### src/rtl/approx_mult_err_monitor.sv
// Exhaustive error-characterisation sweep around a WIDTHxWIDTH approximate multiplier.
// Drives every operand pair and compares each returned product against the exact
// product. It accumulates the error count, the summed error distance, the maximum
// error distance and the first pair that reached that maximum.
module approx_mult_err_monitor #(
    parameter int unsigned WIDTH = 4,
    parameter int unsigned SUM_W = 4 * WIDTH
) (
    input  logic                 clk,
    input  logic                 rst_n,
    input  logic                 start,
    input  logic                 pause,
    output logic [WIDTH-1:0]     op_a,
    output logic [WIDTH-1:0]     op_b,
    input  logic [2*WIDTH-1:0]   approx_p,
    output logic                 busy,
    output logic                 done,
    output logic [2*WIDTH:0]     err_count,
    output logic [SUM_W-1:0]     ed_sum,
    output logic [2*WIDTH-1:0]   ed_max,
    output logic [WIDTH-1:0]     worst_a,
    output logic [WIDTH-1:0]     worst_b
);

    localparam int unsigned PW = 2 * WIDTH;
    localparam int unsigned CW = 2 * WIDTH + 1;

    typedef enum logic [1:0] {
        S_IDLE  = 2'd0,
        S_SWEEP = 2'd1,
        S_DRAIN = 2'd2,
        S_DONE  = 2'd3
    } state_t;

    state_t state_q;
    state_t state_d;

    logic [PW-1:0]    idx;

    // Stage 1: operands and returned product as seen by the multiplier.
    logic             v1;
    logic [WIDTH-1:0] a1;
    logic [WIDTH-1:0] b1;
    logic [PW-1:0]    p1;

    // Stage 2: error distance of the stage-1 entry, ready for accumulation.
    logic             v2;
    logic [WIDTH-1:0] a2;
    logic [WIDTH-1:0] b2;
    logic [PW-1:0]    ed2;

    logic             accept_c;
    logic             run_c;
    logic             last_c;
    logic [PW-1:0]    exact_c;
    logic [PW-1:0]    ed_c;

    // Operands come straight from the sweep index.
    assign op_a = idx[WIDTH-1:0];
    assign op_b = idx[PW-1:WIDTH];

    // Control qualifiers and unsigned error distance of the stage-1 entry.
    always_comb begin
        accept_c = start && ((state_q == S_IDLE) || (state_q == S_DONE));
        run_c    = !pause && ((state_q == S_SWEEP) || (state_q == S_DRAIN));
        last_c   = (idx == {PW{1'b1}});
        exact_c  = PW'(a1) * PW'(b1);
        ed_c     = (exact_c >= p1) ? (exact_c - p1) : (p1 - exact_c);
    end

    // State register.
    always_ff @(posedge clk or negedge rst_n) begin
        if (!rst_n) begin
            state_q <= S_IDLE;
        end else begin
            state_q <= state_d;
        end
    end

    // Next-state logic; the sweep ends once the last entry has left stage 2.
    always_comb begin
        state_d = state_q;
        case (state_q)
            S_IDLE, S_DONE: begin
                if (start) state_d = S_SWEEP;
            end
            S_SWEEP: begin
                if (!pause && last_c) state_d = S_DRAIN;
            end
            S_DRAIN: begin
                if (!pause && !v1) state_d = S_DONE;
            end
            default: state_d = S_IDLE;
        endcase
    end

    // Sweep index, pipeline stages, accumulators and status flags.
    always_ff @(posedge clk or negedge rst_n) begin
        if (!rst_n) begin
            idx       <= '0;
            v1        <= 1'b0;
            a1        <= '0;
            b1        <= '0;
            p1        <= '0;
            v2        <= 1'b0;
            a2        <= '0;
            b2        <= '0;
            ed2       <= '0;
            busy      <= 1'b0;
            done      <= 1'b0;
            err_count <= '0;
            ed_sum    <= '0;
            ed_max    <= '0;
            worst_a   <= '0;
            worst_b   <= '0;
        end else if (accept_c) begin
            idx       <= '0;
            v1        <= 1'b0;
            v2        <= 1'b0;
            busy      <= 1'b1;
            done      <= 1'b0;
            err_count <= '0;
            ed_sum    <= '0;
            ed_max    <= '0;
            worst_a   <= '0;
            worst_b   <= '0;
        end else if (run_c) begin
            if (state_q == S_SWEEP) begin
                a1  <= op_a;
                b1  <= op_b;
                p1  <= approx_p;
                v1  <= 1'b1;
                idx <= idx + PW'(1);
            end else begin
                v1  <= 1'b0;
            end

            v2 <= v1;
            if (v1) begin
                a2  <= a1;
                b2  <= b1;
                ed2 <= ed_c;
            end

            if (v2) begin
                err_count <= err_count + CW'(ed2 != '0);
                ed_sum    <= ed_sum + SUM_W'(ed2);
                // Strictly greater so that ties keep the earliest pair.
                if (ed2 > ed_max) begin
                    ed_max  <= ed2;
                    worst_a <= a2;
                    worst_b <= b2;
                end
            end

            if ((state_q == S_DRAIN) && !v1) begin
                busy <= 1'b0;
                done <= 1'b1;
            end
        end
    end

endmodule

### config.mk
export PLATFORM = sky130hd
export DESIGN_NAME = approx_mult_err_monitor
export DESIGN_NICKNAME = d
export VERILOG_FILES = /design/src/rtl/approx_mult_err_monitor.sv
export SDC_FILE = /design/constraint.sdc
export NUM_CORES = 1
export LEC_CHECK = 0
export ABC_AREA = 0
export ABC_CLOCK_PERIOD_IN_PS = 11800
export BUFFER_PORTS_ARGS = -buffer_cell sky130_fd_sc_hd__buf_2
export CELL_PAD_IN_SITES_DETAIL_PLACEMENT = 0
export CELL_PAD_IN_SITES_GLOBAL_PLACEMENT = 1
export CORE_ASPECT_RATIO = 1.1
export CORE_MARGIN = 2
export CORE_UTILIZATION = 25
export DETAILED_ROUTE_END_ITERATION = 16
export PLACE_DENSITY = 0.54
export RECOVER_POWER = 100
export SYNTH_ARGS = -nofsm -noshare
export SYNTH_HDL_FRONTEND = slang
export SYNTH_SLANG_ARGS = --single-unit
### constraint.sdc
create_clock -name clk -period 11.8 [get_ports clk]
set_input_delay 1.77 -clock clk [delete_from_list [all_inputs] [get_ports clk]]
set_output_delay 1.77 -clock clk [all_outputs]
set_load 0.1 [all_outputs]
### Word level (Yosys, flattened, before mapping)

Index checks and enable logic that the tools add are counted.

* add/subtract/negate cells: 5
* multipliers: 1
* magnitude comparators: 2
* equality and inequality tests: 7
* muxes and demuxes: 37
* bitwise operators: 1
* reduce and logical (&&, ||, !) cells: 24

Operator list (number)
* 8-bit 2-to-1 mux: 8
* 16-bit 2-to-1 mux: 3
* 4-bit 2-to-1 mux: 8
* 9-bit 2-to-1 mux: 3
* 16-bit by 8-bit adder with 16-bit output: 1
* 8-bit subtractor: 2
* 3-bit AND reduction: 4
* 1-bit 2-to-1 mux: 11
* 2-bit nonzero test: 5
* 9-bit by 1-bit adder with 9-bit output: 1
* 8-bit by 1-bit adder with 8-bit output, second input constant: 1
* 8-bit == test, second input constant: 1
* 8-bit greater-or-equal comparator: 1
* 8-bit > comparator: 1
* 4-bit by 4-bit multiplier with 8-bit output: 1
* 8-bit nonzero test: 1
* 2-bit 2-to-1 mux: 3
* 2-bit inequality test, second input constant: 3
* 2-bit case mux with 3 select lines: 1
* 2-bit AND reduction: 3
* 1-bit logical AND: 5
* 2-bit == test, second input constant: 2
* 2-bit by 1-bit == test with 1-bit output, second input constant: 1
* 1-bit logical NOT: 2
* other kinds (4): 5

* bits in registers: 87
* input bits: 12
* output and inout port bits: 51
* logic and storage cells: 94

### Logic depth before layout (Yosys ltp)

* depth in word-level cells: 5
* gate-level depth with buffers: 16

### Worst setup path after synthesis

Ideal clock, no wire load.

* path kind: register to register
* from: register a1[0]
* to: register ed2[6]
* setup time: 0.136 ns
* arrival time: 3.788 ns
* data required time: 11.664 ns
* path slack: 7.876 ns
* stages on the path, launching flop included: 16
* buffers on the path: 1
* path through: dfrtp_1 > nand2_1 > fa_1 > inv_1 > fa_1 > inv_1 > fa_1 > inv_1 > ha_1 > buf_2 > and4_1 > a2111oi_4 > o21ai_2 > mux2i_1 > xor2_1 > a21oi_1

* cells in the longest elaborated chain, start to end: 3
* elaborated cells between the ends (all ways): 5
* those cells by class: 2 x add/sub; 1 x mul; 1 x order compare; 1 x mux

RTL lines
* start, declared: line 42 `logic [WIDTH-1:0] a1;`
* start signal, assigned: line 129 `a1 <= op_a;`
* 4-bit by 4-bit multiplier with 8-bit output *: line 67 `exact_c = PW'(a1) * PW'(b1);`
* 8-bit subtractor or 8-bit greater-or-equal comparator (tied branches): line 68 `ed_c = (exact_c >= p1) ? (exact_c - p1) : (p1 - exact_c);`
* 8-bit 2-to-1 mux *: line 68
* end signal, assigned: line 108 `ed2 <= '0;`
* end signal, assigned: line 142 `ed2 <= ed_c;`
* end, declared: line 50 `logic [PW-1:0] ed2;`

Mark *: on every way between the ends. The rest lies on a longest branch, timed or not.
A chain may end at the register's enable or synchronous reset.

==> impl_metrics.json <==
{
  "clk_path_buf_depth": 2,
  "synth_seq_cells": 87,
  "ys_seq_area_share_pct": 41.0,
  "worstSkewPairLatency_ns": 0.36,
  "drt-total-wl_mm": 13.0,
  "synth_edf_count": 0,
  "cts_resized": 0,
  "post-route-util_pct": 29.4,
  "hold_buffers": 0,
  "setup_viol": 0,
  "firstDrtPassIters": 4,
  "die_y_um": 157,
  "cts-buffers-inserted": 9,
  "worstHoldStart": "done",
  "cp.required_ns": 11.53,
  "synth_flop_cell": "dfrtp_1",
  "regToRegEndpoint": "ed2[2]",
  "reg2reg_from": "a1[0]",
  "boundaryPins": 63,
  "critPathLaunch": "rst_n",
  "crit_buf_inv": 2,
  "path_max_fanout": 60,
  "synth_fp_nets": 616,
  "path_class": "input port to async pin",
  "async_flop_share_pct": 100,
  "start_kind": "input port",
  "drive_above_1_share_pct": 5.56,
  "ys_warn_count": 0,
  "final_nets": 675,
  "r2r_slack_ns": 6.90,
  "timing.final.crit_period_ns": 5.62,
  "viasPerCell": 4.49,
  "cp_top_family": "buffers and inverters",
  "clock.fmax_ghz": 0.178,
  "drcViolationCount": 0,
  "synth_top_area_share_pct": 41.0,
  "skew_ns": 0.00903,
  "max-cap-violations": 3,
  "path_cells": "clkbuf_1, clkbuf_1",
  "reg2reg_depth": 15,
  "comb_power_share_pct": 49.8,
  "synthTopCellsByArea": "dfrtp_1, ha_1, mux2i_1, nand2_1, inv_1",
  "antenna_left": 0,
  "leakage_uw": 0.00277,
  "status": "finished with violations",
  "grt_max_degree": 61,
  "irDropWorstVdd_mv": 0.0694,
  "clkSlewWorstSetupHoldPaths_ns": 0.07,
  "slew_headroom_pct": -121,
  "first_global_vias": 4226,
  "num_rows": 55,
  "netlist_area_mm2": 0.00531,
  "switching_share_pct": 49.4,
  "seqPwrFrac_pct": 30.1,
  "worst_slew_pin_slew_ns": 3.32,
  "overflow": 0,
  "gp_congestion": 0.895,
  "fin_crit_sh_pct": 47.6,
  "slew_violations": 107,
  "hold_path.class": "flip-flop to flip-flop",
  "cpPeakStageDelay_ns": 2.37,
  "yosysUniqueCellTypes": 47,
  "cts_num_sinks": 87,
  "critPathCapture": "p1[5]",
  "avgSynthCellArea_um2": 9.69,
  "portBuffers": 62,
  "syn_inst": 548,
  "slowest_stage": "clkbuf_1",
  "h-tree-depth": 3,
  "intPower_uw": 768,
  "grt.total_usage_pct": 12.4,
  "hold_violations": 0,
  "setup.worst_path.end_class": "async pin",
  "tns_ns": 0,
  "antenna_found_initial": 0,
  "area_growth_pct": 14.7,
  "rsz0062_at_grt": "false",
  "cts_root_buf": "clkbuf_16",
  "start_util_pct": 25.6,
  "cp_data_arrival_time_ns": 5.35,
  "coreArea_mm2": 0.0207,
  "wl_per_cell_um": 14.5,
  "postCtsSetupRepairBufs": 0,
  "die_area_mm2": 0.0224,
  "p_per_area_mw_per_mm2": 249,
  "cp_common_cell": "clkbuf_1",
  "netSwitchingPower_uw": 751,
  "die_width_um": 143,
  "fill_cells": 2260,
  "grt_pass1_wl_mm": 21.7,
  "cts_tree": "done",
  "vias": 4028,
  "antenna_cells": 0,
  "clkPwrFrac_pct": 20.1,
  "hpwl_mm": 9.79,
  "synth_top_cell_by_area": "dfrtp_1",
  "drt_iter0_markers": 152,
  "violations": "max-capacitance violations, max-slew violations",
  "worstSetupPathDepth": 2
}
stage by stage:
| stage | worst slack, ns | hold slack (ns) | cells | area (µm²) | power [µW] |
|---|---|---|---|---|---|
| 2_1_floorplan | 7.88 | 0.477 | 548 | 5310 | 1070 |
| 3_3_place_gp | 7.55 | 0.503 | 881 | 5930 | 1240 |
| 3_5_place_dp | 7.41 | 0.513 | 881 | 5930 | 1260 |
| 4_1_cts | 7.41 | 0.529 | 897 | 6240 | 1570 |
| 5_1_grt | 5.15 | 0.546 | 897 | 6090 | 1630 |
| 6_report | 6.18 | 0.525 | 897 | 6090 | 1520 |
placed cells by master, fill, tap and decap left out, drive strengths merged, types with 2 or more instances in the layout:
master   Yosys  layout
dfrtp       87      87
a21o        13      13
nand4        6       6
nand4b       2       2
o21a         6       6
ha          49      49
o21bai       4       4
nor2        32      32
a21oi       35      35
a31oi        3       3
xnor2       12      12
o21ai       35      35
nor3         2       2
a221oi       3       3
and3         5       5
nor4         2       2
nand3b       2       2
clkbuf      13      67
nand3       10      10
nand2       62      62
o31ai        5       5
mux2         9       9
inv         57      60
o211ai       2       2
a2111oi      2       2
mux2i       26      26
or3          7       7
and4         3       3
xor2        15      15
nor2b        4       4
a211oi       2       2
buf          5       9
fa           7       7
and2        16      16
metal layers:
| layer | global-route usage (%) | vias up | wire [µm] | part of all wire [%] |
|---|---|---|---|---|
| li1 | - | 1988 | - | - |
| met1 | 16.2 | 1929 | 6130 | 47 |
| met2 | 20.0 | 90 | 6080 | 47 |
| met3 | 2.08 | 21 | 506 | 3.9 |
| met4 | 5.42 | 0 | 328 | 2.5 |
| met5 | 0 | - | 0 | 0 |
synth_stat cells (2+ instances only):
library cell / number
ha_1: 49
a211oi_1: 2
mux2_2: 9
dfrtp_1: 87
nor2b_1: 4
nand2_1: 61
xnor2_1: 12
nand3_1: 10
o21ai_1: 2
nor4_1: 2
nand3b_1: 2
buf_2: 3
a31oi_1: 3
a221oi_1: 2
or3_1: 7
o21bai_1: 4
a21oi_1: 35
nand4_1: 5
o31ai_1: 5
a21o_1: 13
clkbuf_1: 13
o211ai_1: 2
o21ai_0: 32
inv_1: 57
and3_1: 5
mux2i_1: 26
nand4b_1: 2
and2_1: 16
nor2_1: 32
o21a_1: 6
and4_1: 3
xor2_1: 15
fa_1: 7
nor3_1: 2
sequential cells by signal, indices dropped and copies added (netlist names):
name	cells
worst_b	4
worst_a	4
ed_sum	16
done	1
busy	1
ed2	8
p1	8
v1	1
idx	8
err_count	9
v2	1
state_q	2
b2	4
a1	4
a2	4
b1	4
ed_max	8
power by group through the flow:
stage / clock [µW] / combinational [µW] / sequential, µW
detailed placement: 0 / 790 / 465
global route: 327 / 834 / 470
CTS: 316 / 793 / 458
global placement: 0 / 784 / 461
finish: 306 / 756 / 457
floorplan: 0 / 411 / 659
worst min-delay path by stage:
| stage | end | slack (ns) | depth (start not counted) |
|---|---|---|---|
| 2_1_floorplan | v2 | 0.48 | 2 |
| 3_5_place_dp | done | 0.51 | 1 |
| 4_1_cts | done | 0.53 | 1 |
| 5_1_grt | worst_a[3] | 0.55 | 2 |
| 3_3_place_gp | done | 0.50 | 1 |
| 6_report | done | 0.52 | 1 |
kinds of logic after synthesis:
group	after synthesis	share of synthesized area, %
flip-flops	87	41.0
buffers and inverters	75	5.58
XOR/XNOR	27	4.45
AND/OR/NAND/NOR	156	14.5
adder cells (fa/ha/maj)	56	14.2
multiplexers	35	6.81
AO/OA/AOI/OAI	112	13.5
final cells by class:
class | instances | area [µm²] | area share (%)
flip-flops and latches | 87 | 2180 | 35.8
inverters | 57 | 214 | 3.51
clock buffers | 10 | 239 | 3.92
clock inverters | 6 | 75.1 | 1.23
well taps | 285 | 357 | 5.86
multi-input cells | 386 | 2770 | 45.4
repair buffers | 66 | 262 | 4.29
Note: power is estimated with default switching activity, not from simulation.
